## src/rtl/ale_pkg.sv

```systemverilog
// Shared definitions for the atmospheric light estimator: frame defaults,
// pixel field layout and the reciprocal saturation value.
package ale_pkg;

    localparam int unsigned IMG_WIDTH_DEF  = 512;
    localparam int unsigned IMG_HEIGHT_DEF = 512;

    localparam int unsigned CH_W      = 8;
    localparam int unsigned PIX_R_LSB = 16;
    localparam int unsigned PIX_G_LSB = 8;
    localparam int unsigned PIX_B_LSB = 0;

    localparam logic [15:0] INV_SAT = 16'hFFFF;

    typedef struct packed {
        logic [CH_W-1:0] r;
        logic [CH_W-1:0] g;
        logic [CH_W-1:0] b;
    } rgb_t;

    function automatic rgb_t unpack_pixel(input logic [23:0] p);
        rgb_t v;
        v.r = p[PIX_R_LSB +: CH_W];
        v.g = p[PIX_G_LSB +: CH_W];
        v.b = p[PIX_B_LSB +: CH_W];
        return v;
    endfunction

    function automatic logic [CH_W-1:0] dark_of(input rgb_t p);
        logic [CH_W-1:0] m;
        m = (p.r < p.g) ? p.r : p.g;
        return (m < p.b) ? m : p.b;
    endfunction

endpackage

```

## src/rtl/ale_recip.sv

```systemverilog
// Registered Q0.16 reciprocal of an 8-bit value; saturates for inputs 0 and 1.
module ale_recip
    import ale_pkg::*;
(
    input  logic        clk,
    input  logic        rst,
    input  logic [7:0]  i_a,
    output logic [15:0] o_inv
);

    logic        w_small;
    logic [16:0] w_quot;
    logic [15:0] w_inv;

    // Divisor is clamped to 2 for small inputs so the divider never sees zero.
    always_comb begin
        w_small = (i_a < 8'd2);
        w_quot  = 17'h10000 / {9'd0, (w_small ? 8'd2 : i_a)};
        w_inv   = (w_small || w_quot[16]) ? INV_SAT : w_quot[15:0];
    end

    always_ff @(posedge clk or negedge rst) begin
        if (!rst) begin
            o_inv <= '0;
        end else begin
            o_inv <= w_inv;
        end
    end

endmodule

```

## src/rtl/ale_top.sv

```systemverilog
// Atmospheric light estimator: per frame, reports the RGB of the earliest
// pixel with the largest dark channel, plus per-channel reciprocals.
module ale_top
    import ale_pkg::*;
#(
    parameter int unsigned IMG_WIDTH  = IMG_WIDTH_DEF,
    parameter int unsigned IMG_HEIGHT = IMG_HEIGHT_DEF
) (
    input  logic        clk,
    input  logic        rst,
    input  logic [23:0] input_pixel,
    input  logic        input_is_valid,
    output logic [7:0]  A_R,
    output logic [7:0]  A_G,
    output logic [7:0]  A_B,
    output logic [15:0] Inv_A_R,
    output logic [15:0] Inv_A_G,
    output logic [15:0] Inv_A_B,
    output logic        output_is_valid
);

    localparam int unsigned FRAME_PIXELS = IMG_WIDTH * IMG_HEIGHT;
    localparam int unsigned CNT_W        = (FRAME_PIXELS > 1) ? $clog2(FRAME_PIXELS) : 1;
    localparam logic [CNT_W-1:0] LAST_IDX = CNT_W'(FRAME_PIXELS - 1);

    logic [CNT_W-1:0] r_cnt;

    logic             r_s1_valid;
    logic             r_s1_first;
    logic             r_s1_last;
    rgb_t             r_s1_pix;
    logic [CH_W-1:0]  r_s1_dark;

    rgb_t             r_max_pix;
    logic [CH_W-1:0]  r_max_dark;
    rgb_t             r_s2_win;
    logic             r_s2_valid;

    rgb_t             r_s3_a;
    logic             r_s3_valid;

    logic             w_take;
    rgb_t             w_win_pix;
    logic [CH_W-1:0]  w_win_dark;
    logic [15:0]      w_inv_r;
    logic [15:0]      w_inv_g;
    logic [15:0]      w_inv_b;

    // Stage 1: pixel counter, dark value and frame position flags.
    always_ff @(posedge clk or negedge rst) begin
        if (!rst) begin
            r_cnt      <= '0;
            r_s1_valid <= 1'b0;
            r_s1_first <= 1'b0;
            r_s1_last  <= 1'b0;
            r_s1_pix   <= '0;
            r_s1_dark  <= '0;
        end else begin
            r_s1_valid <= input_is_valid;
            if (input_is_valid) begin
                r_s1_pix   <= unpack_pixel(input_pixel);
                r_s1_dark  <= dark_of(unpack_pixel(input_pixel));
                r_s1_first <= (r_cnt == '0);
                r_s1_last  <= (r_cnt == LAST_IDX);
                r_cnt      <= (r_cnt == LAST_IDX) ? '0 : r_cnt + CNT_W'(1);
            end
        end
    end

    // Strict compare keeps the earliest maximum; the first pixel always loads.
    always_comb begin
        w_take     = r_s1_first || (r_s1_dark > r_max_dark);
        w_win_pix  = w_take ? r_s1_pix  : r_max_pix;
        w_win_dark = w_take ? r_s1_dark : r_max_dark;
    end

    // Stage 2: max tracking; the frame winner is latched separately so the
    // next frame can start loading the tracker immediately.
    always_ff @(posedge clk or negedge rst) begin
        if (!rst) begin
            r_max_pix  <= '0;
            r_max_dark <= '0;
            r_s2_win   <= '0;
            r_s2_valid <= 1'b0;
        end else begin
            r_s2_valid <= r_s1_valid && r_s1_last;
            if (r_s1_valid) begin
                r_max_pix  <= w_win_pix;
                r_max_dark <= w_win_dark;
                if (r_s1_last) begin
                    r_s2_win <= w_win_pix;
                end
            end
        end
    end

    // Stage 3: reciprocals, aligned with a delayed copy of the winner.
    ale_recip u_recip_r (.clk(clk), .rst(rst), .i_a(r_s2_win.r), .o_inv(w_inv_r));
    ale_recip u_recip_g (.clk(clk), .rst(rst), .i_a(r_s2_win.g), .o_inv(w_inv_g));
    ale_recip u_recip_b (.clk(clk), .rst(rst), .i_a(r_s2_win.b), .o_inv(w_inv_b));

    always_ff @(posedge clk or negedge rst) begin
        if (!rst) begin
            r_s3_a     <= '0;
            r_s3_valid <= 1'b0;
        end else begin
            r_s3_a     <= r_s2_win;
            r_s3_valid <= r_s2_valid;
        end
    end

    always_ff @(posedge clk or negedge rst) begin
        if (!rst) begin
            A_R             <= '0;
            A_G             <= '0;
            A_B             <= '0;
            Inv_A_R         <= '0;
            Inv_A_G         <= '0;
            Inv_A_B         <= '0;
            output_is_valid <= 1'b0;
        end else begin
            output_is_valid <= r_s3_valid;
            if (r_s3_valid) begin
                A_R     <= r_s3_a.r;
                A_G     <= r_s3_a.g;
                A_B     <= r_s3_a.b;
                Inv_A_R <= w_inv_r;
                Inv_A_G <= w_inv_g;
                Inv_A_B <= w_inv_b;
            end
        end
    end

endmodule

```

## config.mk

```make
export PLATFORM = sky130hd
export DESIGN_NAME = ale_top
export DESIGN_NICKNAME = d
export VERILOG_FILES = /design/src/rtl/ale_pkg.sv /design/src/rtl/ale_recip.sv /design/src/rtl/ale_top.sv
export SDC_FILE = /design/constraint.sdc
export NUM_CORES = 1
export LEC_CHECK = 0
export ABC_AREA = 0
export BUFFER_PORTS_ARGS = -buffer_cell sky130_fd_sc_hd__buf_2
export CORE_UTILIZATION = 50
export CTS_BUF_LIST = sky130_fd_sc_hd__clkbuf_2
export CTS_CLUSTER_SIZE = 40
export DETAILED_ROUTE_END_ITERATION = 10
export GPL_TIMING_DRIVEN = 0
export HOLD_SLACK_MARGIN = 0.06
export PLACE_DENSITY = 0.66
export SLEW_MARGIN = 20
export SYNTH_ARGS = -nofsm -noshare
export SYNTH_HDL_FRONTEND = slang
export SYNTH_SLANG_ARGS = --single-unit
```

## constraint.sdc

```tcl
create_clock -name clk -period 61.8 [get_ports clk]
set_clock_uncertainty 0.05 [all_clocks]
set_input_delay 6.18 -clock clk [delete_from_list [all_inputs] [get_ports clk]]
set_output_delay 6.18 -clock clk [all_outputs]
set_load 0.1 [all_outputs]
```

# Yosys cells after proc, flatten, opt, wreduce, memory -nomap -nowiden
# Index checks and enable logic that the tools add are counted.
# word_totals
ram_bits	0
latch_bits	0
n_memories	0
romBits	0
ff_bits	256
inputBits	27
output_inout_bits	73
elab_cells	59
# classes
muxes	10
eq_ne	1
reduce_logical	8
multipliers	0
div_mod_pow	3
n_lt_le_gt_ge	6
bitwise_logic	0
addsub	1
n_shift	0
# op_table
op	n
$div 17x8->17 const A	3
$mux 16	3
$mux 8	5
$lt 8x2->1 const B	3
$mux 24	1
$add 18x1->18 const B	1
$eq 18x18->1 const B	1
$logic_not 18->1	1
$mux 18	1
$lt 8x8->1	2
$gt 8x8->1	1
$logic_or 1x1->1	4
$reduce_and 2->1	2
$logic_and 1x1->1	1

# Longest topological paths before layout
# depth
ltp_word	5
depth_mapped	173
depth_no_buf	159

# Cells and area by module
# A second synthesis with hierarchy kept.
# unflattened
hier_cells	3559
area_unflattened_um2	30336.6
# by_module_without_submodules
mod	area_each_um2	n_inst	cells_per_inst
ale_recip at u_recip_b ...	7262.0	2	976
ale_top	8535.7	1	618
ale_recip at u_recip_r	7277.0	1	989

# Worst setup path after synthesis
# No wires, ideal clock.
# synth_timing
kind	register to register
start	register r_s2_win[15] in the netlist's numbering
end	register u_recip_g.o_inv[0]
synth_period_minus_slack_ps	32475
path_stages_with_launch	159
n_path_buf	8
t_required_ps	61621
slack_ps	29325
arrival_time_ps	32296
path_cell_list	dfrtp_1 nor4_2 buf_2 a21oi_1 ha_1 and4b_1 o211ai_1 ha_1 o211ai_1 a211o_1 and3_1 ha_1 a2111o_1 o21a_1 o31ai_1 nor2_1 ha_1 o21ai_0 [... 123 more ...] o21a_1 o21ai_0 a21oi_1 or2_2 a21oi_1 o21ai_0 a211o_1 nor3_1 mux2_2 ha_1 a21o_1 a21oi_1 o21ai_0 a21oi_1 nor2b_1 o21ai_0 nand3_1 a2111o_1
# synth_between
elab_chain_len	5
# synth_rtl
element	line_no	rtl
from (decl)	ale_top.sv:36	rgb_t r_s2_win;
from (signal assigned)	ale_top.sv:91	r_s2_win <= w_win_pix;
$lt 8x2->1	ale_recip.sv:17	w_small = (i_a < 8'd2);
$mux 8	ale_recip.sv:18	w_quot = 17'h10000 / {9'd0, (w_small ? 8'd2 : i_a)};
$div 17x8->17	ale_recip.sv:18	
$logic_or 1x1->1	ale_recip.sv:19	w_inv = (w_small || w_quot[16]) ? INV_SAT : w_quot[15:0];
$mux 16 *	ale_recip.sv:19	
via u_recip_g.w_inv[0]	ale_recip.sv:13	logic [15:0] w_inv;
to (signal assigned)	ale_recip.sv:26	o_inv <= w_inv;
to (decl)	ale_recip.sv:8	output logic [15:0] o_inv
# Mark *: on every way through the listed nets, which the timed path passes. The rest lies on a longest branch.
# A chain may end at the register's enable or synchronous reset.

# Final worst setup path
# Same ends and word-level chain as after synthesis.

==> impl_metrics.sql <==
INSERT INTO impl_metrics (metric_group, metric, value, unit) VALUES
('yosys', 'dominant_combinational_cell_family_by_area_after_synthesis', 'compound AO/OA/AOI/OAI gates', ''),
('critical_path', 'critical_path_peak_fanout', '10', ''),
('routing', 'count_of_unresolved_drc_violations_after_routing', '0', ''),
('routing', 'viasPerCell', '6.051', ''),
('cts', 'clkLatencyLatePin', '1.04', 'ns'),
('routing', 'detail_route.wl_per_cell', '17.85', 'um'),
('routing', 'first_pass_iters', '5', ''),
('global_route', 'grt_start_max_net_pins', '90', ''),
('critical_path', 'worst_ep_required_time', '62.59', 'ns'),
('placed_design', 'numPortBuffers', '99', ''),
('critical_path', 'critPathMaxStageDelay', '0.88', 'ns'),
('yosys', 'synth_top_area_frac', '0.2195', ''),
('yosys', 'post-synth-top-area-cell', 'sky130_fd_sc_hd__dfrtp_1', ''),
('floorplan', 'start_util', '0.5058', ''),
('yosys', 'area_fraction_in_and_or_nand_and_nor_cells_after_synthesis', '0.2052', ''),
('placed_design', 'gp_congestion', '0.9134', ''),
('yosys', 'synth_xor_xnor_area_share', '0.05492', ''),
('cts', 'cts_resized', '0', ''),
('cts', 'clkTransAtPathRegs', '0.10', 'ns'),
('critical_path', 'timing.critical_path.slowest_stage_cell', 'sky130_fd_sc_hd__a2111oi_1', ''),
('sta', 'final.setup.worst_slack', '21.98', 'ns'),
('critical_path', 'cp_num_buf_inv', '11', ''),
('global_route', 'wire_length_of_the_first_global_routing_pass', '133500', 'um'),
('yosys', 'synth.ff_latch_count', '256', ''),
('floorplan', 'row_count', '88', ''),
('cts', 'htree_levels', '3', ''),
('yosys', 'post_synth.cell_area_avg', '8.188', 'um^2'),
('floorplan', 'top_level_ports', '100', ''),
('global_route', 'grt_pass1_vias', '26110', ''),
('floorplan', 'die_x', '243.6', 'um'),
('cts', 'clock_sink_count', '256', ''),
('yosys', 'synth_edf_count', '0', ''),
('cts', 'postCtsHoldBufs', '0', ''),
('critical_path', 'criticalPathCategory', 'reg -> reg', ''),
('final_layout', 'filler_cell_count', '5609', ''),
('yosys', 'synth_area_leaders', 'sky130_fd_sc_hd__dfrtp_1 (22%), sky130_fd_sc_hd__ha_1 (13%), sky130_fd_sc_hd__mux2_2 (7.4%), sky130_fd_sc_hd__a21oi_1 (4.5%), sky130_fd_sc_hd__nor2_1 (4.2%)', ''),
('critical_path', 'start_kind', 'register', ''),
('final_layout', 'area_growth', '7.658', '%'),
('yosys', 'seq_area_frac_synth', '0.2195', ''),
('hold_path', 'min_path_type', 'reg -> reg', ''),
('yosys', 'postSynthCellCount', '3564', ''),
('yosys', 'yosysWarnings', '0', ''),
('critical_path', 'cpLargestDelayFamily', 'compound AO/OA/AOI/OAI gates', ''),
('outcome', 'outcome', 'complete, no violations', ''),
('yosys', 'post_synth_instance_area', '0.02918', 'mm^2'),
('sta', 'final_hold_viol_count', '0', ''),
('sta', 'maxClockFrequency', '25.11', 'MHz'),
('cts', 'cts_setup_buffers', '0', ''),
('yosys', 'post_synth_cell_types', '121', ''),
('routing', 'finalWirelength', '81220', 'um'),
('floorplan', 'total_die_area', '0.05933', 'mm^2'),
('critical_path', 'endpoint_kind', 'register', ''),
('sta', 'rsz0062_at_grt', 'no', ''),
('sta', 'final_min_period_over_clock_period', '0.6444', ''),
('final_layout', 'layout-drive-gt1-share', '0.1424', ''),
('floorplan', 'core_area', '0.05770', 'mm^2'),
('floorplan', 'die_height', '243.6', 'um'),
('global_route', 'track_usage', '0.2712', ''),
('placed_design', 'detailed_place.area', '0.03075', 'mm^2'),
('sta', 'report.final.slew_viol_count', '0', ''),
('cts', 'tritoncts_clock_tree', 'yes', ''),
('critical_path', 'critical_path.most_common_cell', 'sky130_fd_sc_hd__o21ai_0', ''),
('sta', 'max_slew.worst_pin.slew', '1.076', 'ns'),
('critical_path', 'critPathArrivalTime', '40.61', 'ns'),
('placed_design', 'place.detailed.hpwl', '62460', 'um'),
('yosys', 'dominantRegCellSynth', 'sky130_fd_sc_hd__dfrtp_1', ''),
('yosys', 'synth_mux_area_frac', '0.1007', ''),
('final_layout', 'final_cell_area', '0.03142', 'mm^2'),
('global_route', 'grt-ovfl-total', '0', ''),
('cts', 'clockRootBuffer', 'sky130_fd_sc_hd__clkbuf_2', ''),
('run', 'maxCapViolations', '0', '');
sequential cells by signal, indices dropped and copies added (netlist names), 8 cells and up:
register         cells
r_s1_pix            24
Inv_A_R             16
r_s1_dark            8
r_max_dark           8
A_B                  8
u_recip_g.o_inv     16
Inv_A_G             16
u_recip_b.o_inv     16
A_G                  8
r_cnt               18
u_recip_r.o_inv     16
A_R                  8
r_s2_win            24
r_max_pix           24
Inv_A_B             16
r_s3_a              24
worst paths after layout:
check / endpoint / slack (ns) / cells past startpoint / from
setup / recovery: u_recip_g.o_inv[0] / 21.98 / 159 / r_s2_win[15]
hold / removal: r_s3_valid / 0.31 / 0 / r_s2_valid
setup reg to reg: u_recip_g.o_inv[0] / 21.98 / 159 / r_s2_win[15]
min in group asynchronous: r_s3_a[7] / 5.08 / 1 / rst
hold reg to reg: r_s3_valid / 0.31 / 0 / r_s2_valid
max in group asynchronous: Inv_A_B[4] / 55.57 / 2 / rst
worst register-to-register path, delay by kind of cell (launching register included):
family / cells / cell delay [ns]
AO/OA/AOI/OAI: 89 / 20.83
buffers and inverters: 11 / 3.77
multiplexers: 2 / 0.60
adder cells (fa/ha/maj): 16 / 5.27
flip-flops: 1 / 0.55
AND/OR/NAND/NOR: 41 / 8.71
synthesized netlist by cell type, types with 9 or more instances:
cell                        instances
sky130_fd_sc_hd__o31ai_1           59
sky130_fd_sc_hd__o211a_1           10
sky130_fd_sc_hd__and3_1            30
sky130_fd_sc_hd__nand2_1          291
sky130_fd_sc_hd__o221ai_1          12
sky130_fd_sc_hd__a211o_1           15
sky130_fd_sc_hd__o21ai_1           13
sky130_fd_sc_hd__mux2i_1           73
sky130_fd_sc_hd__or2_2             23
sky130_fd_sc_hd__nor3b_1            9
sky130_fd_sc_hd__nor2b_1           50
sky130_fd_sc_hd__clkbuf_1          80
sky130_fd_sc_hd__nor2_1           327
sky130_fd_sc_hd__a21boi_0          15
sky130_fd_sc_hd__xor2_1            69
sky130_fd_sc_hd__and2_1            45
sky130_fd_sc_hd__a21o_1           116
sky130_fd_sc_hd__o31a_1            11
sky130_fd_sc_hd__o2111ai_1          9
sky130_fd_sc_hd__nand3_1           78
sky130_fd_sc_hd__a31oi_1           32
sky130_fd_sc_hd__o21ai_0          230
sky130_fd_sc_hd__and4_1            15
sky130_fd_sc_hd__o21a_1            77
sky130_fd_sc_hd__o21bai_1          11
sky130_fd_sc_hd__xnor2_1          114
sky130_fd_sc_hd__or3_1             38
sky130_fd_sc_hd__a211oi_1          40
sky130_fd_sc_hd__or4_1             13
sky130_fd_sc_hd__nor3_1            88
sky130_fd_sc_hd__mux2_2           191
sky130_fd_sc_hd__inv_1            129
sky130_fd_sc_hd__buf_1              9
sky130_fd_sc_hd__nand4_1           38
sky130_fd_sc_hd__a31o_2             9
sky130_fd_sc_hd__o311ai_0           9
sky130_fd_sc_hd__nand2b_1          74
sky130_fd_sc_hd__a21oi_1          262
sky130_fd_sc_hd__ha_1             297
sky130_fd_sc_hd__nor4_1            25
sky130_fd_sc_hd__buf_2             20
sky130_fd_sc_hd__dfrtp_1          256
sky130_fd_sc_hd__o211ai_1          38
layout by cell type (no fill, tap or decap), types with 11 or more instances in the layout:
cell                       netlist  final
sky130_fd_sc_hd__a21boi_0       15     15
sky130_fd_sc_hd__o211ai_1       38     38
sky130_fd_sc_hd__dfrtp_1       256    256
sky130_fd_sc_hd__inv_1         129    129
sky130_fd_sc_hd__a21oi_1       262    261
sky130_fd_sc_hd__nand3_1        78     78
sky130_fd_sc_hd__nor3_1         88     88
sky130_fd_sc_hd__and2_1         45     45
sky130_fd_sc_hd__buf_2          20    118
sky130_fd_sc_hd__ha_1          297    297
sky130_fd_sc_hd__o21ai_0       230    230
sky130_fd_sc_hd__and4_1         15     15
sky130_fd_sc_hd__a211oi_1       40     40
sky130_fd_sc_hd__o21ai_1        13     13
sky130_fd_sc_hd__nand2_1       291    291
sky130_fd_sc_hd__o31a_1         11     11
sky130_fd_sc_hd__o21bai_1       11     11
sky130_fd_sc_hd__o31ai_1        59     59
sky130_fd_sc_hd__nor4_1         25     24
sky130_fd_sc_hd__nand2b_1       74     74
sky130_fd_sc_hd__a21o_1        116    116
sky130_fd_sc_hd__clkbuf_2        0     98
sky130_fd_sc_hd__xnor2_1       114    114
sky130_fd_sc_hd__or4_1          13     13
sky130_fd_sc_hd__mux2i_1        73     73
sky130_fd_sc_hd__xor2_1         69     69
sky130_fd_sc_hd__mux2_2        191    191
sky130_fd_sc_hd__clkbuf_1       80     79
sky130_fd_sc_hd__a211o_1        15     15
sky130_fd_sc_hd__or2_2          23     23
sky130_fd_sc_hd__o21a_1         77     77
sky130_fd_sc_hd__nand4_1        38     38
sky130_fd_sc_hd__a31oi_1        32     32
sky130_fd_sc_hd__and3_1         30     30
sky130_fd_sc_hd__o221ai_1       12     12
sky130_fd_sc_hd__nor2_1        327    325
sky130_fd_sc_hd__nor2b_1        50     50
sky130_fd_sc_hd__or3_1          38     38
per-layer routing:
layer | track usage | wire length [um] | vias up
li1 | - | - | 13720
met1 | 0.3685 | 38150 | 13010
met2 | 0.4490 | 37310 | 703
met3 | 0.03558 | 4058 | 105
met4 | 0.07702 | 1682 | 2
met5 | 0 | 10 | -
through the flow:
stage          cells  utilization  hold WS [ns]
2_1_floorplan   3566            -        0.2812
3_3_place_gp    4430       0.5311        0.2874
3_5_place_dp    4434       0.5330        0.2863
4_1_cts         4549       0.5444        0.3040
5_1_grt         4551       0.5445        0.3104
6_report        4551       0.5445        0.3059
kinds of logic after synthesis:
| family | after synthesis |
|---|---|
| flip-flops | 256 |
| multiplexers | 268 |
| XOR/XNOR | 183 |
| AO/OA/AOI/OAI | 1113 |
| AND/OR/NAND/NOR | 1200 |
| other | 1 |
| adder cells (fa/ha/maj) | 298 |
| buffers and inverters | 245 |
area by class of cell:
type / count / area, um^2 / area share
Timing Repair Buffer: 103 / 583.1 / 0.01856
Buffer: 114 / 484.2 / 0.01541
Inverter: 131 / 491.7 / 0.01565
Clock buffer: 97 / 485.5 / 0.01545
Antenna cell: 2 / 5.005 / 0.0001593
Multi-Input combinational cell: 3065 / 21830 / 0.6949
Tap cell: 765 / 957.2 / 0.03047
Clock inverter: 18 / 173.9 / 0.005536
Sequential cell: 256 / 6406 / 0.2039
Power is left out: the tool's default activity adds up to more than one toggle a clock period on the data nets, which glitch-free logic cannot reach.
